===== src/rtl/frame_base_stack_if.sv =====
// Decoder-to-frame-stack link: call/ret requests in, current base and stack status out.
interface frame_base_stack_if #(
    parameter int MDATAW = 8,
    parameter int PTRW   = 3
);
    logic              call;
    logic              ret;
    logic              rel;
    logic [MDATAW-1:0] new_base;
    logic              clr_err;
    logic [MDATAW-1:0] base;
    logic [PTRW:0]     level;
    logic              full;
    logic              empty;
    logic              err_ovf;
    logic              err_unf;

    modport master (
        output call, ret, rel, new_base, clr_err,
        input  base, level, full, empty, err_ovf, err_unf
    );

    modport slave (
        input  call, ret, rel, new_base, clr_err,
        output base, level, full, empty, err_ovf, err_unf
    );
endinterface


===== src/rtl/frame_base_stack.sv =====
// Current register-frame base plus a LIFO of saved bases for nested calls.
// CALL pushes the current base and installs a new one; RET restores the saved one.
module frame_base_stack #(
    parameter int MDATAW = 8,
    parameter int DEPTH  = 8,
    parameter int PTRW   = 3
) (
    input  logic                clk,
    input  logic                rst_n,
    frame_base_stack_if.slave   bus
);
    localparam logic [PTRW:0] LVL_ONE  = (PTRW+1)'(1);
    localparam logic [PTRW:0] LVL_FULL = (PTRW+1)'(DEPTH);

    logic [MDATAW-1:0] stack [DEPTH];
    logic [MDATAW-1:0] base_q;
    logic [PTRW:0]     level_q;
    logic              ovf_q;
    logic              unf_q;

    logic [MDATAW-1:0] nb;
    logic [PTRW:0]     level_m1;
    logic              full_w;
    logic              empty_w;
    logic              do_push;
    logic              do_pop;
    logic              set_ovf;
    logic              set_unf;

    always_comb begin
        nb       = bus.rel ? base_q + bus.new_base : bus.new_base;
        level_m1 = level_q - LVL_ONE;
        full_w   = (level_q == LVL_FULL);
        empty_w  = (level_q == '0);
        do_push  = bus.call && !bus.ret && !full_w;
        do_pop   = bus.ret && !bus.call && !empty_w;
        set_ovf  = bus.call && !bus.ret && full_w;
        set_unf  = bus.ret && !bus.call && empty_w;
    end

    // Saved-base storage carries no reset; only the level decides what is valid.
    always_ff @(posedge clk) begin
        if (do_push)
            stack[level_q[PTRW-1:0]] <= base_q;
    end

    always_ff @(posedge clk) begin
        if (!rst_n) begin
            base_q  <= '0;
            level_q <= '0;
            ovf_q   <= 1'b0;
            unf_q   <= 1'b0;
        end else begin
            if (bus.call && bus.ret) begin
                base_q <= nb;
            end else if (do_push) begin
                base_q  <= nb;
                level_q <= level_q + LVL_ONE;
            end else if (do_pop) begin
                base_q  <= stack[level_m1[PTRW-1:0]];
                level_q <= level_m1;
            end
            // A set in the same cycle as clr_err wins.
            ovf_q <= set_ovf || (ovf_q && !bus.clr_err);
            unf_q <= set_unf || (unf_q && !bus.clr_err);
        end
    end

    assign bus.base    = base_q;
    assign bus.level   = level_q;
    assign bus.full    = full_w;
    assign bus.empty   = empty_w;
    assign bus.err_ovf = ovf_q;
    assign bus.err_unf = unf_q;
endmodule


===== src/flat_wrapper.sv =====
// flat-port wrapper written by rule: the top's interface ports become plain ports
module frame_base_stack_flat 
#(
    parameter int MDATAW = 8,
    parameter int DEPTH  = 8,
    parameter int PTRW   = 3
)
  (clk, rst_n, bus_call, bus_ret, bus_rel, bus_new_base, bus_clr_err, bus_base, bus_level, bus_full, bus_empty, bus_err_ovf, bus_err_unf);
  frame_base_stack_if #(.MDATAW(MDATAW), .PTRW(PTRW)) bus_i ();
  input  logic clk;
  input  logic rst_n;
  input wire logic [$bits(bus_i.call)-1:0] bus_call;
  input wire logic [$bits(bus_i.ret)-1:0] bus_ret;
  input wire logic [$bits(bus_i.rel)-1:0] bus_rel;
  input wire logic [$bits(bus_i.new_base)-1:0] bus_new_base;
  input wire logic [$bits(bus_i.clr_err)-1:0] bus_clr_err;
  output wire logic [$bits(bus_i.base)-1:0] bus_base;
  output wire logic [$bits(bus_i.level)-1:0] bus_level;
  output wire logic [$bits(bus_i.full)-1:0] bus_full;
  output wire logic [$bits(bus_i.empty)-1:0] bus_empty;
  output wire logic [$bits(bus_i.err_ovf)-1:0] bus_err_ovf;
  output wire logic [$bits(bus_i.err_unf)-1:0] bus_err_unf;
  assign bus_i.call = bus_call;
  assign bus_i.ret = bus_ret;
  assign bus_i.rel = bus_rel;
  assign bus_i.new_base = bus_new_base;
  assign bus_i.clr_err = bus_clr_err;
  assign bus_base = bus_i.base;
  assign bus_level = bus_i.level;
  assign bus_full = bus_i.full;
  assign bus_empty = bus_i.empty;
  assign bus_err_ovf = bus_i.err_ovf;
  assign bus_err_unf = bus_i.err_unf;
  frame_base_stack #(.MDATAW(MDATAW), .DEPTH(DEPTH), .PTRW(PTRW)) u_core (.clk(clk), .rst_n(rst_n), .bus(bus_i));
endmodule

===== config.mk =====
export PLATFORM = sky130hd
export DESIGN_NAME = frame_base_stack_flat
export DESIGN_NICKNAME = d
export VERILOG_FILES = /design/src/rtl/frame_base_stack_if.sv /design/src/rtl/frame_base_stack.sv /design/src/flat_wrapper.sv
export SDC_FILE = /design/constraint.sdc
export NUM_CORES = 1
export LEC_CHECK = 0
export CAP_MARGIN = 20
export CORE_UTILIZATION = 57
export CTS_CLUSTER_DIAMETER = 120
export DETAILED_ROUTE_END_ITERATION = 10
export GPL_TIMING_DRIVEN = 0
export PLACE_DENSITY = 0.79
export SETUP_SLACK_MARGIN = 0.5
export SKIP_LAST_GASP = 1
export SLEW_MARGIN = 20
export SYNTH_ARGS = -nofsm -noshare
export SYNTH_HDL_FRONTEND = slang
export SYNTH_SLANG_ARGS = --single-unit

===== constraint.sdc =====
create_clock -name clk -period 3.51 [get_ports clk]
set_input_delay 0.702 -clock clk [delete_from_list [all_inputs] [get_ports clk]]
set_output_delay 0.702 -clock clk [all_outputs]
set_load 0.03 [all_outputs]

==> flow_metrics.env, run 1 <==
export IMPL_antenna_found_initial=0
export IMPL_finalCritPeriodShare=0.837
export IMPL_hold_class="reg -> reg"
export IMPL_grtUsageTotal=0.236
export IMPL_power_per_cell_area_mw_per_mm2=566
export IMPL_period_minus_slack_ns=2.94
export IMPL_grt_pass1_vias=2103
export IMPL_static_leakage_power_nw=1.46
export IMPL_nets=305
export IMPL_crit_arrival_ns=2.90
export IMPL_num_rows=28
export IMPL_wire_per_inst_um=18.7
export IMPL_synthFlopType="edfxtp_1"
export IMPL_cpMaxStageDelayCell="nor3_2"
export IMPL_synth_cell_types=47
export IMPL_synth_area_mm2=0.00354
export IMPL_yosys_warnings=0
export IMPL_postSynthCellCount=240
export IMPL_cts_sinks=78
export IMPL_cts_tree="built"
export IMPL_synth_top_area_share=0.543
export IMPL_grt_max_degree=14
export IMPL_worst_ep_required_time_ns=3.47
export IMPL_drive_gt1_frac=0.182
export IMPL_worstPathCellList="buf_4, inv_1, ha_2, nor2b_1, a21oi_1, nand2_1, nor3_2"
export IMPL_gr_total_overflow=0
export IMPL_fillers=423
export IMPL_relSlewSlack=0.405
export IMPL_synth_top_cells_by_area="edfxtp_1 (54%), mux4_2 (10%), dfxtp_1 (7.9%)"
export IMPL_vias_per_cell=5.99
export IMPL_num_io_pins=30
export IMPL_die_area_mm2=0.00653
export IMPL_startpoint_type="register"
export IMPL_p_seq_frac=0.486
export IMPL_fp_coreArea_mm2=0.00596
export IMPL_num_antenna_cells=0
export IMPL_vdd_ir_drop_worst_uv=385
export IMPL_worstSetupPathType="reg -> reg"
export IMPL_seq_area_frac_synth=0.622
export IMPL_first_pass_iters=4
export IMPL_numCtsBuffers=9
export IMPL_final_hold_violation_count=0
export IMPL_async_reset_ff_frac=0
export IMPL_slowest_delay_ns=0.72
export IMPL_status="finished, final reports clean"
export IMPL_clk_pin_slew_ns=0.07
export IMPL_pwr_share_clk=0.271
export IMPL_cts_setup_buffers=0
export IMPL_die_y_um=80.8
export IMPL_dp_hpwl_mm=4.69
export IMPL_p_int_mw=1.66
export IMPL_clock_latency_ns=0.34
export IMPL_place_inst=345
export IMPL_fmax_mhz=340
export IMPL_vias=2164
export IMPL_maxSlewViolCount=0
export IMPL_synth_most_common_cell="edfxtp_1"
export IMPL_swShare=0.295
export IMPL_clk_path_buf_depth=2
export IMPL_fin_hold_ws_ns=0.497
export IMPL_finalClockSkew_ns=0.00652
export IMPL_cts_root_buffer="clkbuf_8"
export IMPL_chipWidth_um=80.8
export IMPL_avgSynthCellArea_um2=14.7
export IMPL_fin_cells=361
export IMPL_ys_ff_latch=78
export IMPL_synthesis_nets=264
export IMPL_drtIter0Drc=186
export IMPL_p_sw_mw=0.694
export IMPL_p_comb_frac=0.243
export IMPL_wirelength_mm=6.76
export IMPL_max_cap_violations=0
export IMPL_setup_viol=0
export IMPL_fin_tns_setup_ns=0
export IMPL_start_util=0.594
export IMPL_htreeDepth=3
export IMPL_crit_fanout=10
export IMPL_synth_top_cells_by_count="edfxtp_1 (64), nand2_1 (19), mux4_2 (16)"
export IMPL_place_gp_congestion=0.881
export IMPL_portBuffers=29
export IMPL_drc=0
export IMPL_worst_slew_pin_slew_ns=0.887
export IMPL_cp_end_kind="register"
export IMPL_synth_edff_count=64
export IMPL_synth_area_leader_cell="edfxtp_1"
export IMPL_grt_pass1_wl_mm=10.8
export IMPL_finalPower_mw=2.35
export IMPL_rsz0062_at_grt="yes"
export IMPL_area_growth_synth_to_final_pct=17.3
export IMPL_ant_nets=0
[per-layer routing]
layer | part of all wire | track usage | wire length (um) | vias up
li1 | - | - | - | 1013
met1 | 0.44 | 0.327 | 3010 | 1079
met2 | 0.49 | 0.368 | 3350 | 61
met3 | 0.043 | 0.0404 | 292 | 11
met4 | 0.017 | 0.109 | 114 | 0
met5 | 0 | 0 | 0 | -
[cells in the final DEF, fill, tap and decap left out, types with 4 or more instances in the layout]
| master | n |
|---|---|
| clkdlybuf4s50_1 | 27 |
| o21ai_0 | 13 |
| nor3_2 | 4 |
| dfxtp_1 | 14 |
| xor2_1 | 4 |
| inv_1 | 11 |
| a21oi_1 | 10 |
| nor2_1 | 11 |
| mux4_2 | 16 |
| edfxtp_1 | 64 |
| nand2_1 | 19 |
| nand2b_1 | 4 |
| clkbuf_8 | 9 |
| ha_1 | 8 |
| mux2i_1 | 12 |
[worst max-delay path, delay by kind of cell (launching register included)]
kind / cells / cell delay, ns
buf+inv: 2 / 0.37
compound gates: 1 / 0.33
flops: 1 / 0.51
simple gates: 3 / 1.11
fa+ha+maj: 1 / 0.24
[final cells by class]
cell class                      instances  area (um2)  share of cell area
Sequential cell                        78        2200               0.530
Inverter                               11        41.3             0.00995
Buffer                                  8        56.3              0.0136
Timing Repair Buffer                   30         292              0.0702
Clock inverter                          6        62.6              0.0151
Clock buffer                           10         128              0.0307
Multi-Input combinational cell        143        1280               0.307
Tap cell                               75        93.8              0.0226
[cells by family (layout without fill, tap and decap cells)]
logic type,Yosys count,count (layout),synth area share
buf+inv,19,65,0.0269
mux,29,29,0.139
flops,78,78,0.622
compound gates,41,41,0.0732
fa+ha+maj,10,10,0.0375
simple gates,56,56,0.0788
xor+xnor,7,7,0.0226
[final timing paths]
path / start / to / slack (ns) / cells after the start
setup reg to reg: u_core.bus.level[0]$_SDFFE_PN0P_ / u_core.stack[4][4]$_DFFE_PP_ / 0.57 / 7
hold / removal: u_core.bus.err_unf$_SDFF_PN0_ / u_core.bus.err_unf$_SDFF_PN0_ / 0.50 / 2
hold reg to reg: u_core.bus.err_unf$_SDFF_PN0_ / u_core.bus.err_unf$_SDFF_PN0_ / 0.50 / 2
setup / recovery: u_core.bus.level[0]$_SDFFE_PN0P_ / u_core.stack[4][4]$_DFFE_PP_ / 0.57 / 7
[power by group through the flow]
stage	Combinational (mW)	Sequential (mW)	Clock (mW)
after global routing	0.621	1.15	0.675
after detailed placement	0.574	1.16	0
after CTS	0.573	1.14	0.645
final	0.571	1.14	0.637
after floorplan	0.355	1.19	0
after global placement	0.557	1.16	0
[timing repair]
action / in CTS / in global routing
setup endpoints to repair: 34 / 26
hold buffers: 0 / 0
resized for setup: 4 / 4
[through the flow]
stage	cell area [um2]	utilization	setup WS (ns)
floorplan	3540	-	0.606
global placement	3920	0.659	-0.112
detailed placement	3960	0.664	0.411
CTS	4150	0.697	0.476
global route	4150	0.697	0.352
finish	4150	0.697	0.570
[flip-flops by register name (all words and copies together), names as in the netlist]
register	flops
u_core.bus.err_ovf	1
u_core.bus.err_unf	1
u_core.bus.level	4
u_core.bus.base	8
u_core.stack	64
No activity file was read; power rests on OpenSTA's default activity.
==> run 2: changes to the inputs <==
CORE_UTILIZATION = 52   (was 57)
PLACE_DENSITY = 0.76   (was 0.79)
clock period = 2.4 ns   (was 3.51 ns; I/O delays follow)
==> run 2 against run 1 <==
Effect of this change: global-route usage down 0.55 points; highest routed layer unchanged; clock skew up 0.0019 ns; clock-buffer cell count down 1; final cell count up 9.7%; register-to-register slack worse by 0.19 ns; combinational power up 130%; critical path type is now reg -> out; total power up 67%; utilization up 6.3 points; clock power up 50%.
==> flow_metrics.env, run 2 (synthesis results as in run 1) <==
export IMPL_area_growth_synth_to_final_pct=38.6
export IMPL_num_rows=29
export IMPL_htreeDepth=3
export IMPL_holdPathEnd="u_core.stack[1][0]$_DFFE_PP_"
export IMPL_gr_total_overflow=0
export IMPL_grt_pass1_vias=2310
export IMPL_met1_length_mm=3.60
export IMPL_die_area_mm2=0.00714
export IMPL_design_area_mm2=0.00491
export IMPL_worstPathCellList="buf_12, clkinv_8, ha_4, or3b_4, inv_2, buf_6"
export IMPL_top_layer_used="met4"
export IMPL_final_common_cell="edfxtp_1"
export IMPL_reg2reg_to="u_core.bus.base[3]$_SDFFE_PN0P_"
export IMPL_fin_cells=396
export IMPL_worstSetupPathType="reg -> out"
export IMPL_ant_nets=0
export IMPL_final_hold_violation_count=0
export IMPL_crit_fanout=3
export IMPL_placed_cell_area_mm2=0.00409
export IMPL_rr_worst_depth=9
export IMPL_crit_arrival_ns=1.59
export IMPL_static_leakage_power_nw=1.78
export IMPL_num_io_pins=30
export IMPL_hold_depth=0
export IMPL_worst_ep_required_time_ns=1.92
export IMPL_first_pass_iters=5
export IMPL_fillers=376
export IMPL_finalCritPeriodShare=0.863
export IMPL_status="finished, final reports clean"
export IMPL_portBuffers=29
export IMPL_wl_met2_mm=4.54
export IMPL_start_util=0.548
export IMPL_ff_latch_area_mm2=0.00223
export IMPL_cts_sinks=78
export IMPL_reg2reg_from="u_core.bus.level[0]$_SDFFE_PN0P_"
export IMPL_vdd_ir_drop_worst_uv=532
export IMPL_multi_input_area_mm2=0.00157
export IMPL_relSlewSlack=0.678
export IMPL_grt_max_degree=15
export IMPL_nets=338
export IMPL_clk_path_buf_depth=2
export IMPL_wirelength_mm=9.08
export IMPL_die_y_um=84.5
export IMPL_min_from="u_core.bus.base[0]$_SDFFE_PN0P_"
export IMPL_slowest_delay_ns=0.39
export IMPL_setup_viol=0
export IMPL_wire_per_inst_um=22.9
export IMPL_cts_tree="built"
export IMPL_place_gp_congestion=0.878
export IMPL_grtUsageTotal=0.231
export IMPL_clk_pin_slew_ns=0.08
export IMPL_cp_end_kind="output pin"
export IMPL_num_antenna_cells=0
export IMPL_chipWidth_um=84.5
export IMPL_drive_gt1_frac=0.426
export IMPL_fmax_mhz=483
export IMPL_power_per_cell_area_mw_per_mm2=801
export IMPL_vias_per_cell=6.20
export IMPL_finalClockSkew_ns=0.00843
export IMPL_vias=2454
export IMPL_period_minus_slack_ns=2.07
export IMPL_r2r_setup_slack_ns=0.38
export IMPL_wl_met3_um=638
export IMPL_max_cap_violations=0
export IMPL_rsz0062_at_grt="yes"
export IMPL_drtIter0Drc=254
export IMPL_worst_slew_pin_slew_ns=0.483
export IMPL_clock_latency_ns=0.34
export IMPL_startpoint_type="register"
export IMPL_numCtsBuffers=9
export IMPL_fp_coreArea_mm2=0.00646
export IMPL_finalPower_mw=3.93
export IMPL_drc=0
export IMPL_place_inst=346
export IMPL_grt_pass1_wl_mm=11.9
export IMPL_hold_class="reg -> reg"
export IMPL_final_cell_mix="edfxtp_1 (64), buf_4 (25), mux4_2 (16)"
export IMPL_maxSlewViolCount=0
export IMPL_cts_root_buffer="clkbuf_8"
export IMPL_dp_hpwl_mm=4.80
export IMPL_antenna_found_initial=0
export IMPL_largest_register_ffs=64
export IMPL_cpMaxStageDelayCell="or3b_4"
## run 2: layer usage
metal,up-vias,global-route usage
met3,22,0.0442
met4,0,0.109
met5,-,0
met1,1209,0.314
met2,142,0.363
li1,1081,-
## run 2: worst max path at each step
stage	depth (start not counted)	startpoint	slack, ns	end
3_5_place_dp	5	bus_ret	-0.10	u_core.stack[4][1]$_DFFE_PP_
2_1_floorplan	7	u_core.bus.level[0]$_SDFFE_PN0P_	0.39	u_core.stack[0][0]$_DFFE_PP_
3_3_place_gp	5	bus_ret	-0.09	u_core.stack[4][5]$_DFFE_PP_
6_report	6	u_core.bus.level[0]$_SDFFE_PN0P_	0.33	bus_empty
5_1_grt	6	u_core.bus.level[0]$_SDFFE_PN0P_	0.28	bus_empty
4_1_cts	6	u_core.bus.level[0]$_SDFFE_PN0P_	0.30	bus_empty
## run 2: critical path, delay by kind of cell, from the launching register on
kind	cells	cell delay [ns]
AND/OR/NAND/NOR	1	0.39
buffers and inverters	4	0.37
flip-flops	1	0.36
adder cells (fa/ha/maj)	1	0.13
## run 2: metrics by stage
step	utilization	hold slack, ns	TNS [ns]	setup slack [ns]
floorplan	-	0.549	0	0.388
global placement	0.633	0.469	-1.71	-0.0932
detailed placement	0.633	0.473	-2.33	-0.105
CTS	0.708	0.472	0	0.301
global route	0.760	0.492	0	0.278
finish	0.760	0.482	0	0.330
## run 2: cell type report
class                      count  area share
sequential                    78       0.454
inverter                      11      0.0110
multi-input combinational    143       0.321
clock inverter                 7      0.0148
clock buffer                   9      0.0252
tap                           77      0.0196
buffer                         8      0.0212
timing repair buffer          63       0.134
## run 2: power by group
group | switching (mW) | internal (mW)
registers | 0.0961 | 1.58
clock network | 0.475 | 0.482
logic | 0.661 | 0.633
total | 1.23 | 2.70
## run 2: repair_timing
action | CTS | global route
pin swaps | 10 | 18
buffers inserted | 19 | 14
resized for setup | 53 | 41
cloned | 0 | 1
hold buffers | 0 | 0
setup endpoints to repair | 89 | 70
==> run 3: changes to the inputs <==
CTS_CLUSTER_DIAMETER = 80   (was 120)
PLACE_DENSITY = 0.8   (was 0.76)
==> run 3 against run 2 <==
Effect of this change: clock power grew 12%; non-clock buffer count shrank 1; final cell count shrank 0.25%; cell area shrank 0.26%; sequential share of layout area grew 0.12 points; critical path type unchanged; critical endpoint unchanged.
==> flow_metrics.env, run 3 (synthesis results as in run 1) <==
export IMPL_status="finished, final reports clean"
export IMPL_fillers=360
export IMPL_crit_fanout=3
export IMPL_power_per_cell_area_mw_per_mm2=824
export IMPL_num_rows=29
export IMPL_place_inst=346
export IMPL_p_comb_frac=0.319
export IMPL_clk_pin_slew_ns=0.08
export IMPL_vdd_ir_drop_worst_uv=539
export IMPL_period_minus_slack_ns=2.07
export IMPL_pwr_share_clk=0.265
export IMPL_vias=2460
export IMPL_grtUsageTotal=0.242
export IMPL_drive_gt1_frac=0.406
export IMPL_start_util=0.548
export IMPL_first_pass_iters=5
export IMPL_setup_viol=0
export IMPL_final_common_cell="edfxtp_1"
export IMPL_cts_hold_buf=0
export IMPL_ant_nets=0
export IMPL_grt_pass1_wl_mm=12.4
export IMPL_dp_slack_ns=-0.142
export IMPL_grt_pass1_vias=2391
export IMPL_worstSetupPathType="reg -> out"
export IMPL_clock_latency_ns=0.35
export IMPL_crit_arrival_ns=1.59
export IMPL_worst_ep_required_time_ns=1.92
export IMPL_startpoint_type="register"
export IMPL_drc=0
export IMPL_p_int_mw=2.83
export IMPL_swShare=0.298
export IMPL_rsz0062_at_grt="yes"
export IMPL_grt_max_degree=14
export IMPL_portBuffers=29
export IMPL_hold_class="reg -> reg"
export IMPL_die_area_mm2=0.00714
export IMPL_fmax_mhz=482
export IMPL_numCtsBuffers=9
export IMPL_final_cell_mix="edfxtp_1 (64), buf_4 (27), mux4_2 (16)"
export IMPL_largest_register_ffs=64
export IMPL_clk_path_buf_depth=2
export IMPL_static_leakage_power_nw=1.77
export IMPL_place_gp_congestion=0.914
export IMPL_die_y_um=84.5
export IMPL_wire_per_inst_um=22.3
export IMPL_htreeDepth=3
export IMPL_fin_cells=395
export IMPL_antenna_found_initial=0
export IMPL_cts_sinks=78
export IMPL_gr_total_overflow=0
export IMPL_num_io_pins=30
export IMPL_finalCritPeriodShare=0.864
export IMPL_p_sw_mw=1.20
export IMPL_chipWidth_um=84.5
export IMPL_maxSlewViolCount=0
export IMPL_relSlewSlack=0.687
export IMPL_area_growth_synth_to_final_pct=38.3
export IMPL_worst_slack_ns=0.326
export IMPL_num_antenna_cells=0
export IMPL_p_seq_frac=0.416
export IMPL_final_hold_violation_count=0
export IMPL_nets=337
export IMPL_fp_coreArea_mm2=0.00646
export IMPL_wirelength_mm=8.81
export IMPL_drtIter0Drc=151
export IMPL_max_cap_violations=0
export IMPL_cp_end_kind="output pin"
export IMPL_worst_slew_pin_slew_ns=0.470
export IMPL_cts_root_buffer="clkbuf_8"
export IMPL_cts_tree="built"
export IMPL_finalClockSkew_ns=0.00827
export IMPL_dp_hpwl_mm=4.84
export IMPL_ff_latch_area_mm2=0.00223
export IMPL_multi_input_area_mm2=0.00158
export IMPL_vias_per_cell=6.23
run 3: cell types whose count changed in the layout (fill, tap and decap cells not counted), sizes merged:
cell / change
clkinv: -3
bufinv: +1
clkbuf: +1
clkdlybuf4s15: +1
clkdlybuf4s50: +1
dlygate4sd2: -1
inv: -1
run 3: critical path: stages, from the launching register on:
cell,delay [ns]
dfxtp_4,0.36
buf_12,0.12
clkinv_8,0.04
ha_4,0.13
or3b_4,0.40
inv_2,0.07
buf_6,0.12
run 3: cell type report:
| type | count | area share |
|---|---|---|
| Timing Repair Buffer | 62 | 0.126 |
| Inverter | 11 | 0.0110 |
| Buffer | 8 | 0.0215 |
| Sequential cell | 78 | 0.455 |
| Tap cell | 77 | 0.0197 |
| Clock inverter | 4 | 0.0146 |
| Clock buffer | 12 | 0.0297 |
| Multi-Input combinational cell | 143 | 0.323 |
run 3: final timing paths:
| path | to | slack [ns] | depth (start not counted) | start |
|---|---|---|---|---|
| setup reg to reg | u_core.bus.base[4]$_SDFFE_PN0P_ | 0.46 | 9 | u_core.bus.base[0]$_SDFFE_PN0P_ |
| hold / removal | u_core.bus.err_unf$_SDFF_PN0_ | 0.49 | 2 | u_core.bus.err_unf$_SDFF_PN0_ |
| hold reg to reg | u_core.bus.err_unf$_SDFF_PN0_ | 0.49 | 2 | u_core.bus.err_unf$_SDFF_PN0_ |
| setup / recovery | bus_empty | 0.33 | 6 | u_core.bus.level[0]$_SDFFE_PN0P_ |
run 3: metrics by stage:
step	hold slack [ns]	utilization	total power, mW	instance area [um2]	TNS (ns)
final	0.493	0.758	4.03	4890	0
after global routing	0.526	0.758	4.18	4890	0
after CTS	0.497	0.704	3.80	4540	0
after detailed placement	0.474	0.633	2.61	4090	-1.95
after global placement	0.469	0.633	2.59	4090	-1.27
after floorplan	0.549	-	2.33	3700	0
run 3: what timing repair did:
| action | 4_1_cts | 5_1_grt |
|---|---|---|
| buffers inserted | 15 | 17 |
| gates cloned | 0 | 1 |
| endpoints found under the setup margin | 88 | 69 |
| pin swaps | 11 | 18 |
| resized for setup | 52 | 35 |
run 3: metal layers:
metal | routed length (um) | GRT usage | up-vias
met5 | 0 | 0 | -
met4 | 301 | 0.128 | 0
met3 | 530 | 0.0354 | 24
met2 | 4480 | 0.399 | 123
met1 | 3500 | 0.313 | 1232
li1 | - | - | 1081
run 3: power groups by stage:
| stage | clock (mW) | combinational (mW) | sequential, mW |
|---|---|---|---|
| floorplan | 0 | 0.583 | 1.75 |
| global placement | 0 | 0.883 | 1.71 |
| detailed placement | 0 | 0.895 | 1.71 |
| CTS | 1.07 | 1.06 | 1.67 |
| global route | 1.13 | 1.36 | 1.69 |
| finish | 1.07 | 1.29 | 1.68 |
